### config.mk
export PLATFORM = sky130hd
export DESIGN_NAME = mismatch_monitor
export DESIGN_NICKNAME = d
export VERILOG_FILES = /design/src/rtl/mismatch_monitor.sv
export SDC_FILE = /design/constraint.sdc
export NUM_CORES = 1
export LEC_CHECK = 0
export CAP_MARGIN = 30
export CELL_PAD_IN_SITES_DETAIL_PLACEMENT = 0
export CELL_PAD_IN_SITES_GLOBAL_PLACEMENT = 1
export CORE_UTILIZATION = 35
export DETAILED_ROUTE_END_ITERATION = 8
export PLACE_DENSITY = 0.8
export SLEW_MARGIN = 5
export SYNTH_ARGS = -nofsm -noshare
export SYNTH_HDL_FRONTEND = slang
export SYNTH_SLANG_ARGS = --single-unit
### constraint.sdc
create_clock -name clk -period 2 [get_ports clk]
set_input_delay 0.5 -clock clk [delete_from_list [all_inputs] [get_ports clk]]
set_output_delay 0.5 -clock clk [all_outputs]
set_load 0.005 [all_outputs]
### src/rtl/mismatch_monitor.sv
// Scoreboard stage behind the delay-and-compare block: masks warm-up, counts samples/mismatches,
// flags a sticky failure on a run of mismatches. MISMATCH_MONITOR_FIRST_IDX_EN enables the first-index register.
module mismatch_monitor #(
   parameter int CNT_W     = 16,
   parameter int WARMUP    = 3,
   parameter int THRESHOLD = 1
) (
   input  logic             clk,
   input  logic             rst,
   input  logic             start,
   input  logic             stop,
   input  logic             valid,
   input  logic             equal,
   output logic             active,
   output logic             done,
   output logic             fail,
   output logic [CNT_W-1:0] sample_count,
   output logic [CNT_W-1:0] mismatch_count,
   output logic             first_mismatch_vld,
   output logic [CNT_W-1:0] first_mismatch_idx
);

   localparam int               WU_W    = (WARMUP > 1) ? $clog2(WARMUP) : 1;
   localparam logic [WU_W-1:0]  WU_LAST = (WARMUP > 0) ? WU_W'(WARMUP - 1) : '0;
   localparam logic [CNT_W-1:0] THR     = CNT_W'(THRESHOLD);

   typedef enum logic [2:0] {
      S_IDLE,
      S_WARMUP,
      S_MONITOR,
      S_DONE,
      S_FAIL
   } state_t;

   state_t           state;
   state_t           state_nxt;
   logic [WU_W-1:0]  wu_cnt;
   logic [CNT_W-1:0] consec_cnt;
   logic             clr;
   logic             wu_en;
   logic             smp_en;
   logic             mis_en;

   function automatic logic [CNT_W-1:0] sat_inc(input logic [CNT_W-1:0] v);
      return (&v) ? v : v + CNT_W'(1);
   endfunction

   always_ff @(posedge clk) begin
      if (rst) state <= S_IDLE;
      else     state <= state_nxt;
   end

   always_comb begin
      state_nxt = state;
      clr       = 1'b0;
      wu_en     = 1'b0;
      smp_en    = 1'b0;
      mis_en    = 1'b0;
      case (state)
         S_IDLE, S_DONE, S_FAIL: begin
            if (start) begin
               clr       = 1'b1;
               state_nxt = (WARMUP == 0) ? S_MONITOR : S_WARMUP;
            end
         end
         S_WARMUP: begin
            if (stop)                  state_nxt = S_DONE;
            else if (wu_cnt == WU_LAST) state_nxt = S_MONITOR;
            else                       wu_en     = 1'b1;
         end
         S_MONITOR: begin
            // stop outranks the sample presented in the same cycle
            if (stop) begin
               state_nxt = S_DONE;
            end else if (valid) begin
               smp_en = 1'b1;
               if (!equal) begin
                  mis_en = 1'b1;
                  if (sat_inc(consec_cnt) >= THR) state_nxt = S_FAIL;
               end
            end
         end
         default: state_nxt = S_IDLE;
      endcase
   end

   // Status flags are registered from the next state so they line up with the counters
   always_ff @(posedge clk) begin
      if (rst) begin
         active <= 1'b0;
         done   <= 1'b0;
         fail   <= 1'b0;
      end else begin
         active <= (state_nxt == S_WARMUP) || (state_nxt == S_MONITOR);
         done   <= (state_nxt == S_DONE);
         fail   <= (state_nxt == S_FAIL);
      end
   end

   always_ff @(posedge clk) begin
      if (rst || clr) begin
         wu_cnt             <= '0;
         sample_count       <= '0;
         mismatch_count     <= '0;
         consec_cnt         <= '0;
         first_mismatch_vld <= 1'b0;
      end else begin
         if (wu_en) wu_cnt <= wu_cnt + WU_W'(1);
         if (smp_en) begin
            sample_count <= sat_inc(sample_count);
            if (mis_en) begin
               mismatch_count     <= sat_inc(mismatch_count);
               consec_cnt         <= sat_inc(consec_cnt);
               first_mismatch_vld <= 1'b1;
            end else begin
               consec_cnt <= '0;
            end
         end
      end
   end

`ifdef MISMATCH_MONITOR_FIRST_IDX_EN
   // Pre-increment sample_count; saturation of that counter carries over naturally
   always_ff @(posedge clk) begin
      if (rst || clr)                     first_mismatch_idx <= '0;
      else if (mis_en && !first_mismatch_vld) first_mismatch_idx <= sample_count;
   end
`else
   assign first_mismatch_idx = '0;
`endif

endmodule

* Yosys cells after proc, flatten, opt, wreduce, memory -nomap -nowiden
Index checks and enable logic that the tools add are counted.
Operators by class: $add $sub $neg 4, order comparisons 1, equality and inequality tests 9, muxes and demuxes 22, bitwise logic cells 2, reduce and logical (&&, ||, !) cells 10
Operators by type and width (count):
- $add 16x1->16 const B | 3
- $reduce_and 16->1 | 3
- $mux 16 | 2
- $mux 3 | 7
- $ge 16x1->1 const B | 1
- $eq 3x2->1 const B | 4
- $mux 1 | 12
- $pmux 3 s3 | 1
- $eq 3x1->1 const B | 2
- $eq 3x3->1 const B | 2
- $reduce_and 2->1 | 2
- $logic_not 3->1 | 1
- $reduce_and 3->1 | 1
- $reduce_or 3->1 | 1
- $add 2x1->2 const B | 1
- $eq 2x2->1 const B | 1
- $logic_or 1x1->1 | 2
- $not 1->1 | 2
Storage, ports and cells: register bits after elaboration 57, input port bits 6, output and inout port bits 52, word-level logic and storage cells 57

* Longest topological paths before layout
word-level depth 10, depth in mapped cells 9, depth with buffers taken out 8

* Worst setup path before layout
Ideal clock, no wire load.
path kind flip-flop to flip-flop, start point register consec_cnt[8], end point register fail, library setup time 116 ps, data arrival time 1929 ps, data required time 1884 ps, setup slack -44 ps, cell stages (with the launch flop) 9, buffers on the path 1, path through dfxtp_1 > clkbuf_1 > nand4_1 > nor4_1 > mux2i_1 > o2111ai_1 > nor4_2 > o22ai_1 > and3b_1
On the way: longest elaborated chain between the ends 9
Ends and longest elaborated chain:
- start: declaration | RTL line 38 | logic [CNT_W-1:0] consec_cnt;
- start signal: assignment | RTL line 113 | consec_cnt <= sat_inc(consec_cnt);
- $add 16x1->16 or $reduce_and 16->1 (tied branches) | RTL line 45 | return (&v) ? v : v + CNT_W'(1);
- $mux 16 *
- $ge 16x1->1 * | RTL line 79 | if (sat_inc(consec_cnt) >= THR) state_nxt = S_FAIL;
- $mux 3 * | RTL line 79
- $mux 3 * | RTL line 77 | if (!equal) begin
- $mux 3 * | RTL line 75 | end else if (valid) begin
- $mux 3 * | RTL line 73 | if (stop) begin
- $pmux 3 s3 * | RTL line 59 | case (state)
- $eq 3x3->1 * | RTL line 96 | fail <= (state_nxt == S_FAIL);
- end signal: assignment | RTL line 96
- end: declaration | RTL line 16 | output logic fail,
Every way passes the cells marked *; elsewhere a longest branch is shown, timed or not. A chain may end at the register's enable or synchronous reset.

* Final worst setup path
start point register consec_cnt[11], end point register fail
Same word-level chain as after synthesis.

==> results.yml <==
place:
  dp.cells: 568
  gp_congestion: 0.815
  placed_cell_area_mm2: 0.00400
  dp_hpwl_um: 5420
  portBuffers: 41
logic_synthesis:
  syn_area_per_cell_um2: 8.17
  yosysWarnings: 0
  ys_ff_latch: 57
  synth_cells: 372
  synthesis.area_mm2: 0.00304
  yosysSeqAreaShare: 0.375
  synth_cell_types: 50
final_layout:
  most-common-layout-cells: "buf_4, nor2_1, dfxtp_1"
  final_cell_count_no_fill: 591
  fillers: 772
  mostFrequentLayoutCell: "buf_4"
  antenna_cells: 0
  area_growth_pct: 41.6
  design_area_mm2: 0.00430
  drive_gt1_frac: 0.230
  multi_input_area_mm2: 0.00185
  nNetsFinal: 491
  register_area_mm2: 0.00114
critical_path:
  cp_common_cell: "buf_4"
  crit_family: "simple AND/OR/NAND/NOR gates"
  worst-path-buf-inv: 2
  crit_path_start_kind: "register"
  critPathMaxStageDelay_ps: 350
  slowest_stage: "a211oi_1"
  cp.arrival_ps: 2420
  crit_chain: "buf_4 -> and4_1 -> and2_1 -> a211oi_1 -> o2111ai_2 -> nor4_4 -> buf_4 -> o22ai_2 -> and3b_1"
  end_kind: "register"
  cp_max_fo: 4
  critPathRequiredTime_ps: 2220
  criticalPathCategory: "reg2reg"
timing:
  setup_viol_count_final: 8
  timing.final.crit_share: 1.10
  final_max_slew_viol_count: 0
  tns_ps: -682
  finalWorstSetupSlack_ps: -196
  timing.hold.ws_ps: 497
  fmax_mhz: 455
  skew_ps: 7.52
  hold_viol: 0
  fin_crit_ps: 2200
  worst_pin_slew_ps: 509
  relSlewSlack: 0.657
  rsz0062_at_grt: "yes"
cts:
  root_buffer: "clkbuf_8"
  cts_buffer_depth: 2
  cts.sinks: 57
  clkTransAtPathRegs_ps: 70
  numCtsBuffers: 9
  cts-htree-levels: 3
  worstSkewPairLatency_ps: 340
  cts_tree: "done"
  hold_buffers: 0
power_and_ir_drop:
  powerDensity_mw_per_mm2: 550
  vdd.ir_drop.worst_uv: 387
  p_leak_nw: 1.67
global_routing:
  grt_max_degree: 40
  grt_overflow: 0
  use_met1: 0.234
  busiest_layer: "met2"
  use_met3: 0.0455
  grt_first_pass_wirelength_um: 13200
  antenna_found_initial: 0
  grt_usage: 0.187
  grt_pass1_vias: 2809
  use_met2: 0.313
flow_run:
  drv_cap: 0
die:
  die_h_um: 95.2
  io_pins: 58
  rows: 33
  core-area_mm2: 0.00830
  die_area_mm2: 0.00906
  die_w_um: 95.2
  initial_core_util: 0.366
drt:
  wl_per_cell_um: 13.4
  routed_wl_um: 7900
  drc: 0
  via_per_inst: 5.01
  antenna_left: 0
  dr.first_iter.drc_count: 101
  vias: 2963
  drt_pass1_iterations: 4
outcome:
  status: "finished with violations"
  violations: "negative setup slack"
min_path:
  hp-class: "reg2reg"
through the flow:
stage / setup WS, ps / utilization / power, W
floorplan: 5.37 / - / 0.00130
global placement: -519 / 0.482 / 0.00135
detailed placement: -584 / 0.482 / 0.00135
CTS: -156 / 0.512 / 0.00239
global route: -278 / 0.518 / 0.00246
finish: -196 / 0.518 / 0.00237
where the power goes:
part / switching, W / internal, W / total, W / leakage (nW)
clock network: 0.000480 / 0.000554 / 0.00103 / 0.0919
logic: 0.0000994 / 0.0000763 / 0.000176 / 1.11
registers: 0.00000786 / 0.00115 / 0.00116 / 0.461
synth_stat cells (all sizes together):
master	number	share of area
a211oi	3	0.0074
a21boi	1	0.0025
a21o	2	0.0049
a21oi	21	0.035
a2bb2oi	1	0.0029
a31oi	11	0.030
a32oi	1	0.0029
a41oi	2	0.0058
and2	3	0.0062
and3	9	0.019
and3b	2	0.0058
and4	4	0.012
buf	19	0.045
clkbuf	12	0.015
conb	1	0.0012
dfxtp	57	0.38
ha	4	0.016
inv	4	0.0049
mux2i	4	0.013
nand2	25	0.031
nand2b	7	0.014
nand3	12	0.021
nand3b	2	0.0049
nand4	14	0.034
nand4b	1	0.0029
nor2	62	0.077
nor2b	3	0.0062
nor3	17	0.032
nor3b	1	0.0041
nor4	5	0.014
nor4b	1	0.0049
o2111ai	1	0.0029
o211ai	1	0.0025
o21a	2	0.0049
o21ai	13	0.021
o22ai	4	0.0082
o311ai	2	0.0058
o31ai	1	0.0025
or3	7	0.014
xnor2	10	0.029
xor2	20	0.058
per-layer routing:
| metal | wire [µm] | vias up | share of wire |
|---|---|---|---|
| met5 | 0 | - | 0 |
| met4 | 86 | 0 | 0.011 |
| met2 | 3920 | 69 | 0.50 |
| met1 | 3560 | 1377 | 0.45 |
| met3 | 335 | 9 | 0.042 |
| li1 | - | 1508 | - |
registers in the layout, summed over array words and instances (netlist names):
signal,count
state,3
done,1
active,1
consec_cnt,16
first_mismatch_vld,1
mismatch_count,16
sample_count,16
wu_cnt,2
fail,1
cell type report:
| class | instances | share of cell area |
|---|---|---|
| Tap cell | 105 | 0.0305 |
| Clock inverter | 3 | 0.00552 |
| Clock buffer | 13 | 0.0393 |
| Timing Repair Buffer | 114 | 0.226 |
| Sequential cell | 57 | 0.266 |
| Multi-Input combinational cell | 295 | 0.429 |
| Inverter | 4 | 0.00349 |
worst reg2reg max path, delay by kind of cell (launching register included):
kind / cells / cell delay (ps)
and+or+nand+nor: 4 / 820
buffers and inverters: 2 / 320
AOI/OAI and AO/OA: 3 / 620
DFF: 1 / 310
repair_timing:
item / in CTS / in global routing
gates resized for setup: 8 / 6
pin swaps: 3 / 1
gates cloned: 0 / 0
endpoints found under the setup margin: 27 / 20
setup buffers: 4 / 3
cell families (layout without fill, tap and decap cells):
family / count (synthesis) / count (layout) / synth area share
AND/OR/NAND/NOR: 175 / 175 / 0.303
multiplexers: 4 / 4 / 0.0132
adder cells (fa/ha/maj): 4 / 4 / 0.0165
XOR/XNOR: 30 / 30 / 0.0865
other: 1 / 16 / 0.00123
buffers and inverters: 35 / 134 / 0.0650
flip-flops: 57 / 57 / 0.375
AO/OA/AOI/OAI: 66 / 66 / 0.139
path summary, 6_finish.rpt:
| kind | from | endpoint | slack [ps] | cells after the start |
|---|---|---|---|---|
| max | consec_cnt[11] | fail | -200 | 9 |
| min | first_mismatch_vld | first_mismatch_vld | 500 | 2 |
| max reg2reg | consec_cnt[11] | fail | -200 | 9 |
| min reg2reg | first_mismatch_vld | first_mismatch_vld | 500 | 2 |
No activity file was read; power rests on OpenSTA's default activity.
==> patch 1 (config.mk and constraints unchanged) <==
Change the parameter `CNT_W` from 16 to 32.
--- a/src/rtl/mismatch_monitor.sv
+++ b/src/rtl/mismatch_monitor.sv
@@ -2,5 +2,5 @@
 // flags a sticky failure on a run of mismatches. MISMATCH_MONITOR_FIRST_IDX_EN enables the first-index register.
 module mismatch_monitor #(
-   parameter int CNT_W     = 16,
+   parameter int CNT_W     = 32,
    parameter int WARMUP    = 3,
    parameter int THRESHOLD = 1
Interface: changed (resized first_mismatch_idx, mismatch_count and sample_count); port bits go from 58 to 106. The function was not compared with the original's and may differ.
==> patch 1 against the original RTL <==
The run still ends with negative setup slack left; clock power is 82% higher; area after synthesis grew 100%; largest cell class unchanged; global-route usage rose by 2.3 points; hold slack worse by 18 ps; sequential cell count increased by 48; final area up 130%; total power is 80% higher; wire length grew 150%; highest routed layer unchanged; worst setup slack worse by 710 ps; synthesized cell count grew 110%.
==> patch 1: results (changes against the original RTL) <==
Placed design
  • Area post-placement: 8658 um2 (was 3996 um2)
  • Placed Cells: 1239 (was 568)
  • Place WS: -810.6 ps (was -584.2 ps)
  • Post-DP HPWL: 13780 um (was 5421 um)
  • Port Buffers: 73 (was 41)
  • Final Wtd Congestion: 0.9095 (was 0.8150)

Clocking
  • CTS-repair resized insts: 90 (was 8)
  • Clock Latency Late Sink: 370 ps (was 340 ps)
  • Post-CTS Repair Setup Buffers: 12 (was 4)
  • CTS root buf: clkbuf_16 (was clkbuf_8)

Run status
  • Status: complete, but fails checks (unchanged)
  • Failing checks: negative setup slack (unchanged)

Worst setup path
  • Crit path max fanout: 5 (was 4)
  • Slowest stage cell, crit path: or4_4 (was a211oi_1)
  • CP peak stage delay: 580 ps (was 350 ps)

Synthesis
  • Syn Inst Count: 770 (was 372)
  • Post-synthesis cell type count: 70 (was 50)
  • Post-synth top cells: nor2_1 (123), dfxtp_1 (105), nand2_1 (63), xor2_1 (51), o21ai_0 (38) (was nor2_1 (61), dfxtp_1 (57), nand2_1 (25), a21oi_1 (21), xor2_1 (20))

Power
  • Worst vdd ir: 399.8 uV (was 387.0 uV)
  • Leakage power: 3.841 nW (was 1.666 nW)

Route
  • Met2 WL post-DR: 9416 um (was 3915 um)
  • Starting DRT DRC Count: 311 (was 101)
  • Routed WL per cell: 15.28 um (was 13.37 um)
  • Vias per inst: 5.119 (was 5.014)
  • M1 WL: 8735 um (was 3563 um)

GRT
  • M1 GR Usage: 0.2650 (was 0.2343)
  • First-pass GRT wire length: 30150 um (was 13230 um)
  • Pin count of the biggest net entering global routing: 34 (was 40)
  • GR Util All Layers: 0.2100 (was 0.1868)
  • Vias in the first global route: 6111 (was 2809)

Timing
  • Setup Skew: 12.95 ps (was 7.521 ps)
  • Finish-stage setup viols: 61 (was 8)
  • Final setup margin: -905.9 ps (was -196.5 ps)
  • Setup TNS: -10610 ps (was -681.6 ps)

Cells and area
  • Fin nets: 1064 (was 491)
  • Final std cells w/o fill: 1284 (was 591)
  • Fillers: 1493 (was 772)
  • Top Registers: consec_cnt: 32 flops, mismatch_count: 32 flops, sample_count: 32 flops (was consec_cnt: 16 flops, mismatch_count: 16 flops, sample_count: 16 flops)

Die
  • Die Span X: 134.5 um (was 95.19 um)
patch 1: changes by cell type after synthesis, sizes merged, moves of 14 or more:
| cell | change |
|---|---|
| nand3 | +18 |
| nor4 | +19 |
| o21ai | +26 |
| buf | +30 |
| xor2 | +31 |
| and4 | +17 |
| nand4 | +18 |
| nand2 | +38 |
| dfxtp | +48 |
| xnor2 | +14 |
| nor2 | +61 |
patch 1: kinds of logic (layout without fill, tap and decap cells):
| family | after synthesis | after routing | share of synthesized area |
|---|---|---|---|
| muxes | 6 | 6 | 0.009976 |
| adders and majority gates | 4 | 4 | 0.008144 |
| xor gates and xnor gates | 75 | 75 | 0.1069 |
| other | 1 | 32 | 0.0006102 |
| AOI/OAI and AO/OA | 119 | 119 | 0.1272 |
| and+or+nand+nor | 376 | 377 | 0.3208 |
| DFF | 105 | 105 | 0.3420 |
| buffers and inverters | 84 | 341 | 0.08428 |
patch 1: worst paths after layout:
kind / end / cells after the start / slack (ps) / startpoint
setup / recovery: state[1] / 11 / -910 / consec_cnt[19]
hold reg to reg: first_mismatch_vld / 2 / 480 / first_mismatch_vld
hold / removal: first_mismatch_vld / 2 / 480 / first_mismatch_vld
setup reg to reg: state[1] / 11 / -910 / consec_cnt[19]
patch 1: power by group through the flow:
stage	Clock (W)	Sequential [W]	Combinational, W
floorplan	0	0.00216	0.000179
global placement	0	0.00216	0.000251
detailed placement	0	0.00216	0.000253
CTS	0.00190	0.00211	0.000259
global route	0.00199	0.00211	0.000301
finish	0.00187	0.00211	0.000276
patch 1: final cells by class:
type,count,area [um2],area share
timing repair buffer,315,2746,0.2764
multi-input combinational,613,4422,0.4450
sequential,105,2146,0.2159
clock buffer,10,229.0,0.02304
clock inverter,6,75.07,0.007555
inverter,10,37.54,0.003777
tap,225,281.5,0.02833
==> patch 2 (same settings) <==
Without the edit above. Re-encode `state_t` (5 states) as one-hot, 5 bits wide.
--- a/src/rtl/mismatch_monitor.sv
+++ b/src/rtl/mismatch_monitor.sv
@@ -25,10 +25,10 @@
    localparam logic [CNT_W-1:0] THR     = CNT_W'(THRESHOLD);
 
-   typedef enum logic [2:0] {
-      S_IDLE,
-      S_WARMUP,
-      S_MONITOR,
-      S_DONE,
-      S_FAIL
+   typedef enum logic [4:0] {
+      S_IDLE    = 5'b00001,
+      S_WARMUP  = 5'b00010,
+      S_MONITOR = 5'b00100,
+      S_DONE    = 5'b01000,
+      S_FAIL    = 5'b10000
    } state_t;
 
Behaviour: same outputs for any inputs over 10 cycles, from zero or initial values and one cycle with rst high; not proved beyond that.
==> patch 2 against the original RTL <==
The run ends with design-rule violations, negative setup slack left; worst setup slack better by 110 ps; sequential share of layout area down 0.83 points; cell count up 5.4%; final area up 7.3%; wire length up 3.5%; combinational power down 28%; total power up 8.4%; critical path type unchanged; synthesized cell count up 8.9%; area after synthesis up 6.3%; hold slack worse by 26 ps; sequential cell count up 2.
==> patch 2: results (changes against the original RTL) <==
Run status
  • Status: complete, but fails checks (unchanged)
  • Failing checks: design-rule violations, negative setup slack (was negative setup slack)

Worst setup path
  • Critical Path Start: consec_cnt[1] (was consec_cnt[11])
  • Critical Path AT: 2310 ps (was 2420 ps)
  • Slowest stage cell, crit path: dfxtp_4 (was a211oi_1)

GRT
  • GR Util All Layers: 0.1698 (was 0.1868)
  • First-pass GRT wire length: 13320 um (was 13230 um)
  • Pin count of the biggest net entering global routing: 52 (was 40)
  • Vias in the first global route: 2956 (was 2809)

Synthesis
  • Seq/Total Area, Yosys: 0.3656 (was 0.3755)
  • Post-synth top cells: dfxtp_1 (59), nor2_1 (56), nand2_1 (33), a21oi_1 (25), o21ai_0 (23) (was nor2_1 (61), dfxtp_1 (57), nand2_1 (25), a21oi_1 (21), xor2_1 (20))
  • Post-synthesis cell type count: 48 (was 50)
  • Mapped Avg Cell Area: 7.977 um2 (was 8.170 um2)

Placed design
  • Post-DP HPWL: 5569 um (was 5421 um)
  • Placed Cells: 595 (was 568)
  • Place WS: -513.2 ps (was -584.2 ps)

Timing
  • Finish-stage setup viols: 2 (was 8)
  • Setup Skew: 12.23 ps (was 7.521 ps)
  • Final setup margin: -87.46 ps (was -196.5 ps)

Cells and area
  • Share of cells above drive strength 1: 0.2583 (was 0.2305)
  • Final std cells w/o fill: 623 (was 591)

Power
  • Pint: 0.001998 W (was 0.001777 W)
  • Worst vdd ir: 334.8 uV (was 387.0 uV)

Route
  • Met3 Wirelength: 326 um (was 335 um)
  • Detailed-route wire length: 8178 um (was 7901 um)
  • Vias per inst: 5.133 (was 5.014)
  • M1 WL: 3861 um (was 3563 um)
  • Post-route DRC: 1 (was 0)
## patch 2: routing by layer
layer,vias up,GRT usage
met5,-,0
met4,0,0.08159
met3,12,0.03006
met2,68,0.2763
met1,1490,0.2173
li1,1628,-
## patch 2: layout make-up
cell class	count	area, um2
Tap cell	108	135.1
Sequential cell	59	1189
Clock inverter	4	72.57
Multi-Input combinational cell	314	2013
Inverter	5	18.77
Fill cell	839	4232
Timing Repair Buffer	121	1033
Clock buffer	12	155.1
## patch 2: cell families (layout without fill, tap and decap cells)
family / count (synthesis) / after routing / share of synthesized area
AND/OR/NAND/NOR: 185 / 185 / 0.2990
AO/OA/AOI/OAI: 75 / 75 / 0.1410
flip-flops: 59 / 59 / 0.3656
buffers and inverters: 47 / 142 / 0.08404
XOR/XNOR: 31 / 31 / 0.08404
adder cells (fa/ha/maj): 4 / 4 / 0.01549
multiplexers: 3 / 3 / 0.009682
other: 1 / 16 / 0.001161
## patch 2: repair_timing
item,in CTS,in global routing
endpoints found under the setup margin,24,27
buffers inserted,5,6
pin swaps,14,15
gates cloned,0,1
gates resized for setup,16,22
## patch 2: final timing paths
path	endpoint	slack (ps)	cells after the start
setup / recovery	state[2]	-90	9
hold / removal	first_mismatch_vld	470	2
setup reg to reg	state[2]	-90	9
hold reg to reg	first_mismatch_vld	470	2
## patch 2: power groups by stage
stage,combinational (W),clock [W],sequential [W]
CTS,0.000122,0.00129,0.00118
detailed placement,0.000119,0,0.00121
finish,0.000127,0.00125,0.00118
global placement,0.000117,0,0.00121
global route,0.000139,0.00134,0.00118
floorplan,0.0000891,0,0.00121
## patch 2: worst max-delay path, delay by kind of cell (launching register included)
family	cells	cell delay (ps)
adders and majority gates	1	130
buffers and inverters	1	120
AOI/OAI and AO/OA	2	450
and+or+nand+nor	5	910
DFF	1	360
## patch 2: stage by stage
| step | power (W) | TNS [ps] | cell area [um2] |
|---|---|---|---|
| after global placement | 0.001327 | -13340 | 4139 |
| after floorplan | 0.001300 | -36.06 | 3321 |
| after CTS | 0.002592 | -182.3 | 4471 |
| final | 0.002564 | -172.4 | 4617 |
| after detailed placement | 0.001328 | -14940 | 4139 |
| after global routing | 0.002664 | -556.8 | 4617 |
